===== config.mk =====
export PLATFORM = sky130hd
export DESIGN_NAME = outport_arb
export DESIGN_NICKNAME = d
export VERILOG_FILES = /design/src/rtl/outport_arb_pkg.sv /design/src/rtl/rr_pick.sv /design/src/rtl/outport_arb.sv
export SDC_FILE = /design/constraint.sdc
export NUM_CORES = 1
export LEC_CHECK = 0
export CAP_MARGIN = 20
export CORE_MARGIN = 2
export CORE_UTILIZATION = 34
export CTS_CLUSTER_SIZE = 8
export DETAILED_ROUTE_END_ITERATION = 8
export PLACE_DENSITY = 0.55
export SLEW_MARGIN = 20
export SYNTH_ARGS = -nofsm -noshare
export SYNTH_HDL_FRONTEND = slang
export SYNTH_SLANG_ARGS = --single-unit

===== constraint.sdc =====
create_clock -name clk -period 4.5 [get_ports clk]
set_input_delay 0.9 -clock clk [delete_from_list [all_inputs] [get_ports clk]]
set_output_delay 0.9 -clock clk [all_outputs]
set_load 0.02 [all_outputs]

===== src/rtl/outport_arb_pkg.sv =====
// Shared router definitions: port count, port-index width and flit-type encodings.
// Also holds the cyclic next-port helper used when the round-robin pointer advances.
package outport_arb_pkg;

  localparam int NPORT_C = 5;
  localparam int PIDX_W  = 3;

  typedef enum logic [1:0] {
    FLIT_HEAD     = 2'd0,
    FLIT_BODY     = 2'd1,
    FLIT_TAIL     = 2'd2,
    FLIT_HEADTAIL = 2'd3
  } flit_t;

  function automatic logic [PIDX_W-1:0] next_port(input logic [PIDX_W-1:0] p);
    return (p == PIDX_W'(NPORT_C - 1)) ? '0 : p + 1'b1;
  endfunction

endpackage


===== src/rtl/rr_pick.sv =====
// Rotating-priority search: first requester at or after rr_ptr, wrapping past the last port.
// Purely combinational; no state and no flow control.
module rr_pick
  import outport_arb_pkg::*;
(
  input  logic [NPORT_C-1:0] req,
  input  logic [PIDX_W-1:0]  rr_ptr,
  output logic [NPORT_C-1:0] win,
  output logic [PIDX_W-1:0]  win_idx
);

  logic              found;
  logic [PIDX_W:0]   sum;
  logic [PIDX_W-1:0] idx;

  always_comb begin
    win     = '0;
    win_idx = '0;
    found   = 1'b0;
    sum     = '0;
    idx     = '0;
    for (int k = 0; k < NPORT_C; k++) begin
      sum = {1'b0, rr_ptr} + (PIDX_W+1)'(k);
      idx = (sum >= (PIDX_W+1)'(NPORT_C)) ? PIDX_W'(sum - (PIDX_W+1)'(NPORT_C))
                                          : PIDX_W'(sum);
      if (!found && req[idx]) begin
        found        = 1'b1;
        win[idx]     = 1'b1;
        win_idx      = idx;
      end
    end
  end

endmodule


===== src/rtl/outport_arb.sv =====
// Output-channel arbiter: round-robin grant, held until the owner's tail or abort.
// Latency: grant registered one cycle after req; release takes one idle cycle.
// Backpressure: none internally; owner keeps the channel while it stalls with req high.
module outport_arb
  import outport_arb_pkg::*;
#(
  parameter int PCHID = 0,
  parameter int NPORT = NPORT_C
) (
  input  logic              clk,
  input  logic              rst,
  input  logic [NPORT-1:0]  req,
  input  logic [NPORT-1:0]  send,
  input  logic [NPORT-1:0]  tail,
  output logic [NPORT-1:0]  grt,
  output logic [PIDX_W-1:0] sel,
  output logic              olck
);

  typedef enum logic {IDLE, LOCK} state_t;

  state_t            state;
  logic [PIDX_W-1:0] rr_ptr;
  logic [NPORT-1:0]  win;
  logic [PIDX_W-1:0] win_idx;
  logic              release_now;
  logic              unused_pchid;

  assign unused_pchid = (PCHID != 0);

  rr_pick u_rr_pick (
    .req     (req),
    .rr_ptr  (rr_ptr),
    .win     (win),
    .win_idx (win_idx)
  );

  // Only the owner's strobes matter; sel indexes the owner while locked.
  assign release_now = (send[sel] && tail[sel]) || (!req[sel] && !send[sel]);

  always_ff @(posedge clk) begin
    if (rst) begin
      state  <= IDLE;
      grt    <= '0;
      sel    <= '0;
      olck   <= 1'b0;
      rr_ptr <= '0;
    end else begin
      case (state)
        IDLE: begin
          if (|req) begin
            grt   <= win;
            sel   <= win_idx;
            olck  <= 1'b1;
            state <= LOCK;
          end
        end
        LOCK: begin
          if (release_now) begin
            grt    <= '0;
            sel    <= '0;
            olck   <= 1'b0;
            rr_ptr <= next_port(sel);
            state  <= IDLE;
          end
        end
        default: state <= IDLE;
      endcase
    end
  end

endmodule


# Word level (Yosys, flattened, before mapping)
# Index checks and enable logic that the tools add are counted.
# totals
out_inout_bits,9
register_bits,13
# classes
n_addsub,10
eq_ne,3
reduce_logical,21
bitwise,5
order_cmp,16
n_mux,58
# op_table
operator,count
two-way mux 3 bit,13
two-way mux 5 bit,7
binary-select mux 1 bit (select 3 bit),8
< comparator 3 x 4 -> 1 bit (second input constant),6
two-way mux 1 bit,21
bitwise OR 5 bit,4
>= comparator 4 x 3 -> 1 bit (second input constant),4
demux 1 bit (select 3 bit),5
>= comparator 3 x 1 -> 1 bit (second input constant),5
subtractor 3 bit (second input constant),5
logical AND 1 bit,11
one-hot mux 5 bit (2 select lines),1
adder 3 x 2 -> 4 bit (second input constant),2
zero test 1 bit,6
one-hot mux 3 bit (2 select lines),1
OR reduction 5 bit,1
adder 3 x 1 -> 4 bit (second input constant),1
adder 3 x 3 -> 4 bit (second input constant),1
one-hot mux 1 bit (2 select lines),2
AND reduction 2 bit,2
adder 3 x 1 -> 3 bit (second input constant),1
equality test 3 bit (second input constant),1
>= comparator 3 bit (second input constant),1
!= test 2 x 1 -> 1 bit (second input constant),1
3 further kinds,3

# Depth between registers and ports, before layout
# Gate-level depths: netlist of the first run.
# depth
word_depth,19
depth_mapped,15
ltp_nobuf,12

# Cells and area by module
# Synthesis of the first run repeated with hierarchy kept, for this count alone.
# unflattened
cells_unflattened,310
area_unflattened_um2,2311.0
# by_module_without_submodules
mod,area_each_um2,instances,cells_each
rr_pick,1517.7,1,215
outport_arb,793.3,1,95

# Least setup slack after synthesis of the first run
# No wires, ideal clock.
# synth_timing
kind,register -> register
start,reg rr_ptr[0]
end,reg grt[0]
n_path_buf,3
path_slack_ns,1.117
t_required_ns,4.436
path_stages_with_launch,16
period_less_slack_ns,3.383
setup_time_ns,0.064
t_arrival_ns,3.319
cell_sequence,dfxtp_1 -> buf_2 -> buf_2 -> inv_1 -> ha_1 -> inv_1 -> fa_1 -> clkbuf_1 -> nand2b_1 -> o21ai_0 -> nor4b_1 -> a2111o_1 -> a211oi_2 -> and2_1 -> or3b_2 -> nand4_1
# synth_between
elab_chain_len,19
# synth_lines
element,line,source
start: declaration,outport_arb.sv:23,logic [PIDX_W-1:0] rr_ptr;
start signal: assignment,outport_arb.sv:63,rr_ptr <= next_port(sel);
branches (longest 16 deep; another with adder 3 x 1 -> 4 bit),n/a,
two-way mux 5 bit (*),rr_pick.sv:26,if (!found && req[idx]) begin
two-way mux 5 bit (*),outport_arb.sv:51,if (|req) begin
one-hot mux 5 bit (2 select lines) (*),outport_arb.sv:49,case (state)
end signal: assignment,outport_arb.sv:52,grt <= win;
end: declaration,outport_arb.sv:15,"output logic [NPORT-1:0] grt,"
# Every way passes the cells marked *. The select of a mux whose other input is x is not followed.
# A chain may end at the register's enable or synchronous reset.

# Worst setup path after layout of the first run
# layout_timing
start,reg rr_ptr[1]
end,reg grt[0]
# The elaborated chain is that of the path after synthesis.

==> reports/summary.log, run 1 <==
qor: hold_path.min_delay_path_depth 1
qor: power_and_ir_drop.fin_total_pwr 0.00146 W
qor: hold_path.hold_path.class flip-flop to flip-flop
qor: worst_setup_path.worstPathRequired 4680 ps
qor: synthesis.yosysWarnings 0
qor: synthesis.netlist_area 1810 um2
qor: cells_and_area.seq_area 260 um2
qor: synthesis.postSynthAreaPerCell 7.22 um2
qor: clocking.clock-sinks 13
qor: worst_setup_path.critPathArrivalTime 4090 ps
qor: global_route.grt_antenna_before_repair 0
qor: placement.post_placement_cell_count 339
qor: cells_and_area.antenna_cells 0
qor: hold_path.hold-path-endpoint olck$_SDFFE_PP0P_
qor: timing.worstMarginPinSlew 668 ps
qor: synthesis.register_bit_count_reported_by_yosys 13
qor: cells_and_area.multi_input_area 1450 um2
qor: synthesis.postSynthNetCount 279
qor: routing.drc 0
qor: die.chipWidth 77.0 um
qor: power_and_ir_drop.cellPowerDensity 670 nW/um2
qor: timing.rsz0062_at_grt no
qor: run.maxCapViolCount 0
qor: worst_setup_path.startpoint_type flip-flop
qor: cells_and_area.finalNonFillerCells 343
qor: timing.final.min_clock_period 3910 ps
qor: synthesis.ys_seq_area_frac 0.144
qor: cells_and_area.num-fill-cells 546
qor: synthesis.synth_xor_area_frac 0.0145
qor: placement.gp_routability_congestion 0.950
qor: clocking.ctsRootBufferMaster sky130_fd_sc_hd__clkbuf_8
qor: clocking.htree_num_levels 1
qor: synthesis.post_synth_inst_count 251
qor: die.start_util 0.353
qor: timing.fin_crit_sh 0.869
qor: synthesis.number_of_flops_mapped_to_enable_cells_by_yosys 0
qor: global_route.grt_pass1_wl 9.88 mm
qor: power_and_ir_drop.p_leak 0.834 nW
qor: die.core_area 5140 um2
qor: synthesis.synth.lib_cells_used.distinct 59
qor: routing.vias_per_cell 6.07
qor: synthesis.post_synthesis_share_of_cell_area_spent_on_full_adders_half_adders_and_majority_gates 0.0801
qor: synthesis.synth.area.mux_share 0.0918
qor: synthesis.synth_simple_gate_area_frac 0.291
qor: synthesis.yosys.area.top_type sky130_fd_sc_hd__dfxtp_1
qor: die.design.die.area 5930 um2
qor: timing.slew_headroom 0.555
qor: synthesis.share_of_the_synthesized_area_in_compound_gates_ao_oa_aoi_oai 0.320
qor: placement.numPortBuffers 25
qor: timing.final-max-slew-violation-count 0
qor: worst_setup_path.crit_path_max_fanout 10
qor: clocking.tritoncts.num_buffers 3
qor: timing.hold_viol_final 0
qor: worst_setup_path.cp-end-kind flip-flop
qor: timing.max_freq 0.256 GHz
qor: cells_and_area.flow.area_growth_from_synthesis 20.4%
qor: clocking.tritoncts built
qor: synthesis.dominant_combinational_cell_family_by_area_after_synthesis compound AO/OA/AOI/OAI gates
qor: routing.first_iter_violations 119
qor: clocking.ctsLongestPathBuffers 2
qor: worst_setup_path.timing_worst_setup_path_type flip-flop to flip-flop
qor: worst_setup_path.ff2ff_path_depth 10
qor: synthesis.synth_area_leaders sky130_fd_sc_hd__dfxtp_1 (14%), sky130_fd_sc_hd__ha_1 (6.9%), sky130_fd_sc_hd__mux2i_1 (6.1%)
qor: clocking.clk_latency 250 ps
qor: routing.ant_nets 0
qor: hold_path.worstHoldStart olck$_SDFFE_PP0P_
qor: routing.routed-via-count 2083
qor: synthesis.dominantRegCellSynth sky130_fd_sc_hd__dfxtp_1
qor: clocking.post_cts_hold_buffer_count 0
qor: timing.setup_viol 0
qor: global_route.grt_util_all_layers 0.207
qor: worst_setup_path.beginning_of_the_worst_register_to_register_path rr_ptr[1]$_SDFFE_PP0P_
qor: cells_and_area.fraction_of_final_layout_cells_sized_beyond_drive_strength_1 0.0806
qor: global_route.overflow 0
qor: synthesis.synth_top_area_frac 0.144
qor: clocking.post_cts_resize_count 0
qor: routing.totalWireLength 6.00 mm
qor: routing.iteration_count_of_the_initial_detailed_routing_pass 5
qor: status.status completed
qor: synthesis.synth_top_cells_by_count sky130_fd_sc_hd__nand2_1 (22), sky130_fd_sc_hd__nor2_1 (22), sky130_fd_sc_hd__o21ai_0 (16)
qor: worst_setup_path.regToRegEndpoint grt[0]$_SDFFE_PP0P_
qor: timing.worst_case_clock_skew 8.07 ps
qor: clocking.cts_post_setup_buffers_inserted 0
qor: clocking.worst_setup_hold_path_clk_slew 70 ps
qor: power_and_ir_drop.worst_ir_drop_vdd 0.370 mV
qor: synthesis.async_flop_share 0
qor: die.design.portCount 26
qor: placement.dp_hpwl 4.64 mm
qor: worst_setup_path.reg2reg_setup_slack 590 ps
qor: routing.avgRoutedWirePerCell 17.5 um
qor: die.rows 26
qor: cells_and_area.design.final.nets 302
qor: die.die_height 77.0 um
qor: global_route.first_global_vias 1926
qor: timing.summed_negative_setup_slack_over_all_endpoints 0 ps
qor: global_route.maximum_number_of_pins_on_one_net_before_global_route_repair 33
sequential cells by signal (all words and copies together), names as in the netlist:
register / count
grt: 5
rr_ptr: 3
sel: 3
olck: 1
state: 1
worst max-delay path, stage by stage, from the launching register on:
cell	delay (ps)
sky130_fd_sc_hd__dfxtp_1	550
sky130_fd_sc_hd__inv_1	220
sky130_fd_sc_hd__ha_1	350
sky130_fd_sc_hd__a221oi_1	430
sky130_fd_sc_hd__mux2i_1	520
sky130_fd_sc_hd__mux4_2	430
sky130_fd_sc_hd__a21o_1	240
sky130_fd_sc_hd__a211oi_2	260
sky130_fd_sc_hd__and2_1	290
sky130_fd_sc_hd__or3b_2	460
sky130_fd_sc_hd__nand4_1	90
kinds of logic after synthesis:
kind of cell	after synthesis
compound gates	84
xor+xnor	3
fa+ha+maj	11
buf+inv	27
flops	13
mux	14
simple gates	99
area by class of cell:
class | instances | area share
multi-input combinational | 211 | 0.662
timing repair buffer | 30 | 0.132
sequential | 13 | 0.119
tap | 70 | 0.0401
inverter | 15 | 0.0258
clock buffer | 4 | 0.0206
through the flow:
stage	setup slack, ps	hold slack, ps	area, um2	util
2_1_floorplan	1120	497	1810	-
3_3_place_gp	736	451	2140	0.416
3_5_place_dp	712	460	2140	0.416
4_1_cts	686	476	2180	0.425
5_1_grt	304	504	2180	0.425
6_report	591	471	2180	0.425
how the worst max path moves through the flow:
stage	start	to	slack (ps)	cells after the start
2_1_floorplan	rr_ptr[0]$_SDFFE_PP0P_	grt[0]$_SDFFE_PP0P_	1120	15
3_3_place_gp	rr_ptr[1]$_SDFFE_PP0P_	grt[2]$_SDFFE_PP0P_	740	10
3_5_place_dp	rr_ptr[1]$_SDFFE_PP0P_	grt[0]$_SDFFE_PP0P_	710	10
4_1_cts	rr_ptr[1]$_SDFFE_PP0P_	grt[0]$_SDFFE_PP0P_	690	10
5_1_grt	rr_ptr[1]$_SDFFE_PP0P_	grt[2]$_SDFFE_PP0P_	300	10
6_report	rr_ptr[1]$_SDFFE_PP0P_	grt[0]$_SDFFE_PP0P_	590	10
power breakdown:
| group | total (W) | internal [W] | switching, W |
|---|---|---|---|
| Clock | 0.000110 | 0.0000627 | 0.0000473 |
| Sequential | 0.000184 | 0.000149 | 0.0000347 |
| Combinational | 0.00117 | 0.000462 | 0.000707 |
cells in the final DEF, fill, tap and decap left out, types with 3 or more instances in the layout:
master                            count
sky130_fd_sc_hd__buf_4                5
sky130_fd_sc_hd__or2_2                6
sky130_fd_sc_hd__dfxtp_1             13
sky130_fd_sc_hd__a21oi_1             14
sky130_fd_sc_hd__o22ai_1              6
sky130_fd_sc_hd__nand3_1             11
sky130_fd_sc_hd__a21o_1               5
sky130_fd_sc_hd__o211ai_1             4
sky130_fd_sc_hd__nand2b_1             7
sky130_fd_sc_hd__nor2b_1              4
sky130_fd_sc_hd__nor2_1              22
sky130_fd_sc_hd__nand4_1              8
sky130_fd_sc_hd__xnor2_1              3
sky130_fd_sc_hd__nand2_1             22
sky130_fd_sc_hd__o21a_1               3
sky130_fd_sc_hd__nor3_1               6
sky130_fd_sc_hd__a31oi_1              3
sky130_fd_sc_hd__o21ai_0             16
sky130_fd_sc_hd__ha_1                10
sky130_fd_sc_hd__a211oi_1             4
sky130_fd_sc_hd__mux2i_1             11
sky130_fd_sc_hd__inv_1               14
sky130_fd_sc_hd__clkdlybuf4s50_1     25
sky130_fd_sc_hd__a221oi_1             4
sky130_fd_sc_hd__clkbuf_8             3
routing by layer:
metal / track usage / wire, um / vias to the layer above
met5: 0 / 0 / -
met4: 0.0643 / 115 / 0
met3: 0.0412 / 438 / 12
met2: 0.333 / 2750 / 85
met1: 0.278 / 2690 / 987
li1: - / - / 999
No activity file was read; power rests on OpenSTA's default activity.
==> run 2, diff against run 1 <==
--- a/config.mk
+++ b/config.mk
@@ -6,8 +6,9 @@
 export NUM_CORES = 1
 export LEC_CHECK = 0
 export CAP_MARGIN = 20
-export CORE_MARGIN = 2
+export CORE_MARGIN = 1.5
 export CORE_UTILIZATION = 34
+export CTS_CLUSTER_DIAMETER = 30
 export CTS_CLUSTER_SIZE = 8
 export DETAILED_ROUTE_END_ITERATION = 8
 export PLACE_DENSITY = 0.55
==> reports/summary.log, run 2 (synthesized netlist as in run 1, its figures left out) <==
qor: worst_setup_path.cp-end-kind flip-flop
qor: cells_and_area.fraction_of_final_layout_cells_sized_beyond_drive_strength_1 0.0772
qor: placement.dp_hpwl 4.50 mm
qor: cells_and_area.largest-register grt
qor: power_and_ir_drop.worst_ir_drop_vdd 0.311 mV
qor: global_route.grt_antenna_before_repair 0
qor: worst_setup_path.critPathArrivalTime 4020 ps
qor: clocking.cts_post_setup_buffers_inserted 0
qor: clocking.clock-sinks 13
qor: run.maxCapViolCount 0
qor: clocking.worst_setup_hold_path_clk_slew 70 ps
qor: power_and_ir_drop.p_seq_frac 0.133
qor: placement.numPortBuffers 25
qor: power_and_ir_drop.swShare 0.538
qor: power_and_ir_drop.intPower 0.000669 W
qor: timing.final-max-slew-violation-count 0
qor: die.design.portCount 26
qor: routing.iteration_count_of_the_initial_detailed_routing_pass 5
qor: global_route.grt_pass1_wl 9.52 mm
qor: cells_and_area.max_reg_flops 5
qor: cells_and_area.antenna_cells 0
qor: routing.ant_nets 0
qor: power_and_ir_drop.power.share.clock 0.077
qor: routing.totalWireLength 5.78 mm
qor: global_route.maximum_number_of_pins_on_one_net_before_global_route_repair 33
qor: clocking.ctsRootBufferMaster sky130_fd_sc_hd__clkbuf_8
qor: clocking.post_cts_hold_buffer_count 0
qor: timing.setup_viol 0
qor: hold_path.hold-path-endpoint grt[4]$_SDFFE_PP0P_
qor: die.die_height 76.0 um
qor: worst_setup_path.timing_worst_setup_path_type flip-flop to flip-flop
qor: timing.fin_crit_sh 0.852
qor: die.design.die.area 5780 um2
qor: cells_and_area.biggestRegsByFlops grt x5, rr_ptr x3, sel x3
qor: worst_setup_path.worstPathRequired 4690 ps
qor: global_route.first_global_vias 1874
qor: die.core_area 5140 um2
qor: power_and_ir_drop.cellPowerDensity 666 nW/um2
qor: die.start_util 0.353
qor: hold_path.min_delay_path_depth 2
qor: status.status completed
qor: worst_setup_path.crit_path_max_fanout 10
qor: routing.routed-via-count 2045
qor: power_and_ir_drop.p_leak 0.829 nW
qor: hold_path.hold_path.class flip-flop to flip-flop
qor: clocking.post_cts_resize_count 0
qor: timing.max_freq 0.261 GHz
qor: worst_setup_path.critPathBufInv 1
qor: hold_path.worstHoldStart grt[4]$_SDFFE_PP0P_
qor: worst_setup_path.regToRegEndpoint grt[0]$_SDFFE_PP0P_
qor: routing.vias_per_cell 5.98
qor: routing.first_iter_violations 222
qor: clocking.clk_latency 250 ps
qor: timing.slew_headroom 0.604
qor: cells_and_area.flow.area_growth_from_synthesis 19.9%
qor: timing.rsz0062_at_grt no
qor: clocking.tritoncts built
qor: cells_and_area.utilization 0.423
qor: timing.worst_slack 666 ps
qor: worst_setup_path.ff2ff_path_depth 10
qor: worst_setup_path.reg2reg_setup_slack 670 ps
qor: timing.final.min_clock_period 3830 ps
qor: timing.worstMarginPinSlew 595 ps
qor: worst_setup_path.timing.critical_path.slowest_cell_delay 550 ps
qor: global_route.overflow 0
qor: worst_setup_path.path_cells inv_1 -> ha_1 -> a221oi_1 -> mux2i_1 -> mux4_2 -> a21o_1 -> a211oi_2 -> and2_1 -> or3b_2 -> nand4_1
qor: power_and_ir_drop.power_spent_charging_and_discharging_nets 0.000780 W
qor: die.chipWidth 76.0 um
qor: worst_setup_path.beginning_of_the_worst_register_to_register_path rr_ptr[1]$_SDFFE_PP0P_
qor: worst_setup_path.startpoint_type flip-flop
qor: placement.place_area 2130 um2
qor: global_route.grt_util_all_layers 0.202
qor: worst_setup_path.critical_path.top_delay_family multiplexers
qor: placement.gp_routability_congestion 0.917
qor: timing.hold_viol_final 0
qor: worst_setup_path.critPathSlowestCell sky130_fd_sc_hd__dfxtp_1
qor: clocking.htree_num_levels 1
qor: timing.summed_negative_setup_slack_over_all_endpoints 0 ps
qor: clocking.tritoncts.num_buffers 3
qor: power_and_ir_drop.combPwrFrac 0.789
qor: placement.placement.setup.worst_slack 771 ps
qor: cells_and_area.mostFrequentLayoutCell sky130_fd_sc_hd__clkdlybuf4s50_1
qor: cells_and_area.design.final.nets 301
qor: routing.drc 0
qor: cells_and_area.final_cell_mix sky130_fd_sc_hd__clkdlybuf4s50_1 (25), sky130_fd_sc_hd__nand2_1 (22), sky130_fd_sc_hd__nor2_1 (22)
qor: timing.worst_case_clock_skew 8.00 ps
qor: routing.avgRoutedWirePerCell 16.9 um
qor: cells_and_area.post-route-cell-area 2170 um2
qor: die.rows 26
qor: clocking.ctsLongestPathBuffers 2
qor: power_and_ir_drop.fin_total_pwr 0.00145 W
==> run 2: changes by cell type in the layout (fill, tap and decap cells not counted) <==
cell                    previous run  this run
sky130_fd_sc_hd__buf_4             5         4
==> run 2: layout make-up <==
class,instances,area (um2)
repair buffers,29,280
well taps,70,87.6
inverters,15,56.3
flip-flops and latches,13,260
multi-input cells,211,1450
clock buffers,4,45.0
fillers,569,2970
==> run 2: power by group through the flow <==
stage | logic [W] | clock network, W | registers [W]
detailed placement | 0.00112 | 0 | 0.000197
finish | 0.00114 | 0.000112 | 0.000193
global route | 0.00126 | 0.000120 | 0.000201
global placement | 0.00114 | 0 | 0.000197
CTS | 0.00113 | 0.000115 | 0.000195
floorplan | 0.000813 | 0 | 0.000211
==> run 2: worst max-delay path by stage <==
stage	startpoint	endpoint	slack [ps]	cells past startpoint
global placement	rr_ptr[1]$_SDFFE_PP0P_	sel[0]$_SDFFE_PP0P_	850	10
global route	rr_ptr[1]$_SDFFE_PP0P_	grt[2]$_SDFFE_PP0P_	380	10
finish	rr_ptr[1]$_SDFFE_PP0P_	grt[0]$_SDFFE_PP0P_	670	10
detailed placement	rr_ptr[1]$_SDFFE_PP0P_	grt[2]$_SDFFE_PP0P_	770	10
floorplan	rr_ptr[0]$_SDFFE_PP0P_	grt[0]$_SDFFE_PP0P_	1120	15
CTS	rr_ptr[1]$_SDFFE_PP0P_	grt[0]$_SDFFE_PP0P_	710	10
==> run 2: metal layers <==
layer  track usage  wire [um]  up-vias
met5             0          0        -
met4        0.0556         70        0
met3        0.0515        421        8
met2         0.320       2600       86
met1         0.272       2690      958
li1              -          -      993
==> run 2: worst register-to-register path, stage by stage, from the launching register on <==
cell	delay, ps
sky130_fd_sc_hd__dfxtp_1	550
sky130_fd_sc_hd__inv_1	220
sky130_fd_sc_hd__ha_1	330
sky130_fd_sc_hd__a221oi_1	370
sky130_fd_sc_hd__mux2i_1	520
sky130_fd_sc_hd__mux4_2	430
sky130_fd_sc_hd__a21o_1	240
sky130_fd_sc_hd__a211oi_2	260
sky130_fd_sc_hd__and2_1	280
sky130_fd_sc_hd__or3b_2	470
sky130_fd_sc_hd__nand4_1	100
==> run 2: metrics by stage <==
step	cells	hold slack, ps
after floorplan	251	497
after global placement	338	451
after detailed placement	338	458
after CTS	342	479
after global routing	342	496
final	342	476
==> RTL change (settings of run 2) <==
`NPORT_C`: 5 -> 10.
--- a/src/rtl/outport_arb_pkg.sv
+++ b/src/rtl/outport_arb_pkg.sv
@@ -4,3 +4,3 @@
 
-  localparam int NPORT_C = 5;
+  localparam int NPORT_C = 10;
   localparam int PIDX_W  = 3;
Ports: changed (resized grt, req, send and tail); port bits go from 26 to 46. No check against the original RTL was run, so the function may have changed too.
==> RTL change against run 2 <==
  * Sequential cell count rose by 3
  * Final area rose by 57%
  * Non-clock buffer count rose by 28
  * Clock power rose by 13%
  * Setup slack got worse by 0.080 ns
  * Count of clock-buffer cells in the layout did not move
  * Core utilization fell by 0.36 points
  * Sequential power rose by 27%
  * Synthesized area rose by 56%
  * Power rose by 96%
  * Clock skew fell by 0.0042 ns
  * Routed wire length rose by 56%
  * Critical path type is now in -> reg
  * Largest cell class unchanged
==> RTL change: results (changes against run 2) <==
<table>
<tr><th>Metric</th><th>Value</th></tr>
<tr><th colspan="2">Worst setup path</th></tr>
<tr><td>Worst reg2reg setup slack</td><td>0.60 ns (was 0.67 ns)</td></tr>
<tr><td>Cell class contributing the biggest share of worst-path delay</td><td>simple AND/OR/NAND/NOR gates (was multiplexers)</td></tr>
<tr><td>CP arrival</td><td>4.08 ns (was 4.02 ns)</td></tr>
<tr><td>Worst reg2reg endpoint</td><td>grt[4] (was grt[0])</td></tr>
<tr><td>CP Max Fanout</td><td>15 (was 10)</td></tr>
<tr><td>Capture point of the worst path</td><td>grt[2] (was grt[0])</td></tr>
<tr><td>Worst path slowest cell</td><td>nor4_4 (was dfxtp_1)</td></tr>
<tr><td>Delay of the slowest cell on the worst path</td><td>0.61 ns (was 0.55 ns)</td></tr>
<tr><td>Reg2reg path depth</td><td>12 (was 10)</td></tr>
<tr><th colspan="2">GRT</th></tr>
<tr><td>Pin count of the biggest net entering global routing</td><td>36 (was 33)</td></tr>
<tr><td>Total track usage</td><td>20.8% (was 20.2%)</td></tr>
<tr><td>Met2 capacity usage during global routing</td><td>33.6% (was 32.0%)</td></tr>
<tr><td>Vias in the first global route</td><td>2744 (was 1874)</td></tr>
<tr><td>First-pass GRT wire length</td><td>14.4 mm (was 9.52 mm)</td></tr>
<tr><td>Met3 global-route usage</td><td>1.38% (was 5.15%)</td></tr>
<tr><th colspan="2">Hold path</th></tr>
<tr><td>End point of the most critical hold path</td><td>grt[3] (was grt[4])</td></tr>
<tr><td>Worst hold start</td><td>grt[3] (was grt[4])</td></tr>
<tr><th colspan="2">Power and ir drop</th></tr>
<tr><td>Proportion of power drawn by combinational gates</td><td>86.9% (was 78.9%)</td></tr>
<tr><td>IR drop worst, VDD</td><td>0.000398 V (was 0.000311 V)</td></tr>
<tr><td>Leakage Power</td><td>1.22 nW (was 0.829 nW)</td></tr>
<tr><td>Clock group share of total power</td><td>4.4% (was 7.7%)</td></tr>
<tr><td>Total internal power</td><td>0.00124 W (was 0.000669 W)</td></tr>
<tr><th colspan="2">Status</th></tr>
<tr><td>Status</td><td>finished clean (unchanged)</td></tr>
<tr><th colspan="2">Timing</th></tr>
<tr><td>Clock Skew</td><td>0.00379 ns (was 0.00800 ns)</td></tr>
<tr><td>Post-route worst hold slack</td><td>0.448 ns (was 0.476 ns)</td></tr>
<tr><th colspan="2">Routing</th></tr>
<tr><td>Total met2 wirelength after detailed routing</td><td>4.07 mm (was 2.60 mm)</td></tr>
<tr><td>Metal-1 WL</td><td>4.31 mm (was 2.69 mm)</td></tr>
<tr><th colspan="2">Yosys</th></tr>
<tr><td>Area contributors post-synth</td><td>dfxtp_1 (11%), mux2i_1 (8.5%), mux4_2 (7.2%) (was dfxtp_1 (14%), ha_1 (6.9%), mux2i_1 (6.1%))</td></tr>
<tr><th colspan="2">Placement</th></tr>
<tr><td>HPWL after detailed placement</td><td>7.22 mm (was 4.50 mm)</td></tr>
</table>
[RTL change: cell types whose count changed after synthesis, sizes merged, moves of 7 or more]
cell | run 2 | this run
nor4 | 1 | 11
mux2 | 1 | 12
mux4 | 2 | 9
buf | 6 | 14
mux2i | 11 | 25
nor2 | 22 | 34
nand2 | 22 | 31
[RTL change: logic make-up after synthesis]
kind of cell               share of synthesized area, %
xor gates and xnor gates                           1.81
muxes                                              21.5
DFF                                                11.3
adders and majority gates                          3.98
other                                             0.133
AOI/OAI and AO/OA                                  27.0
buffers and inverters                              5.88
and+or+nand+nor                                    28.4
[RTL change: layout make-up]
| class | count | area [um^2] |
|---|---|---|
| fill | 873 | 4720 |
| multi-input combinational | 312 | 2350 |
| timing repair buffer | 57 | 526 |
| sequential | 16 | 320 |
| tap | 105 | 131 |
| clock buffer | 4 | 55.1 |
| inverter | 9 | 33.8 |
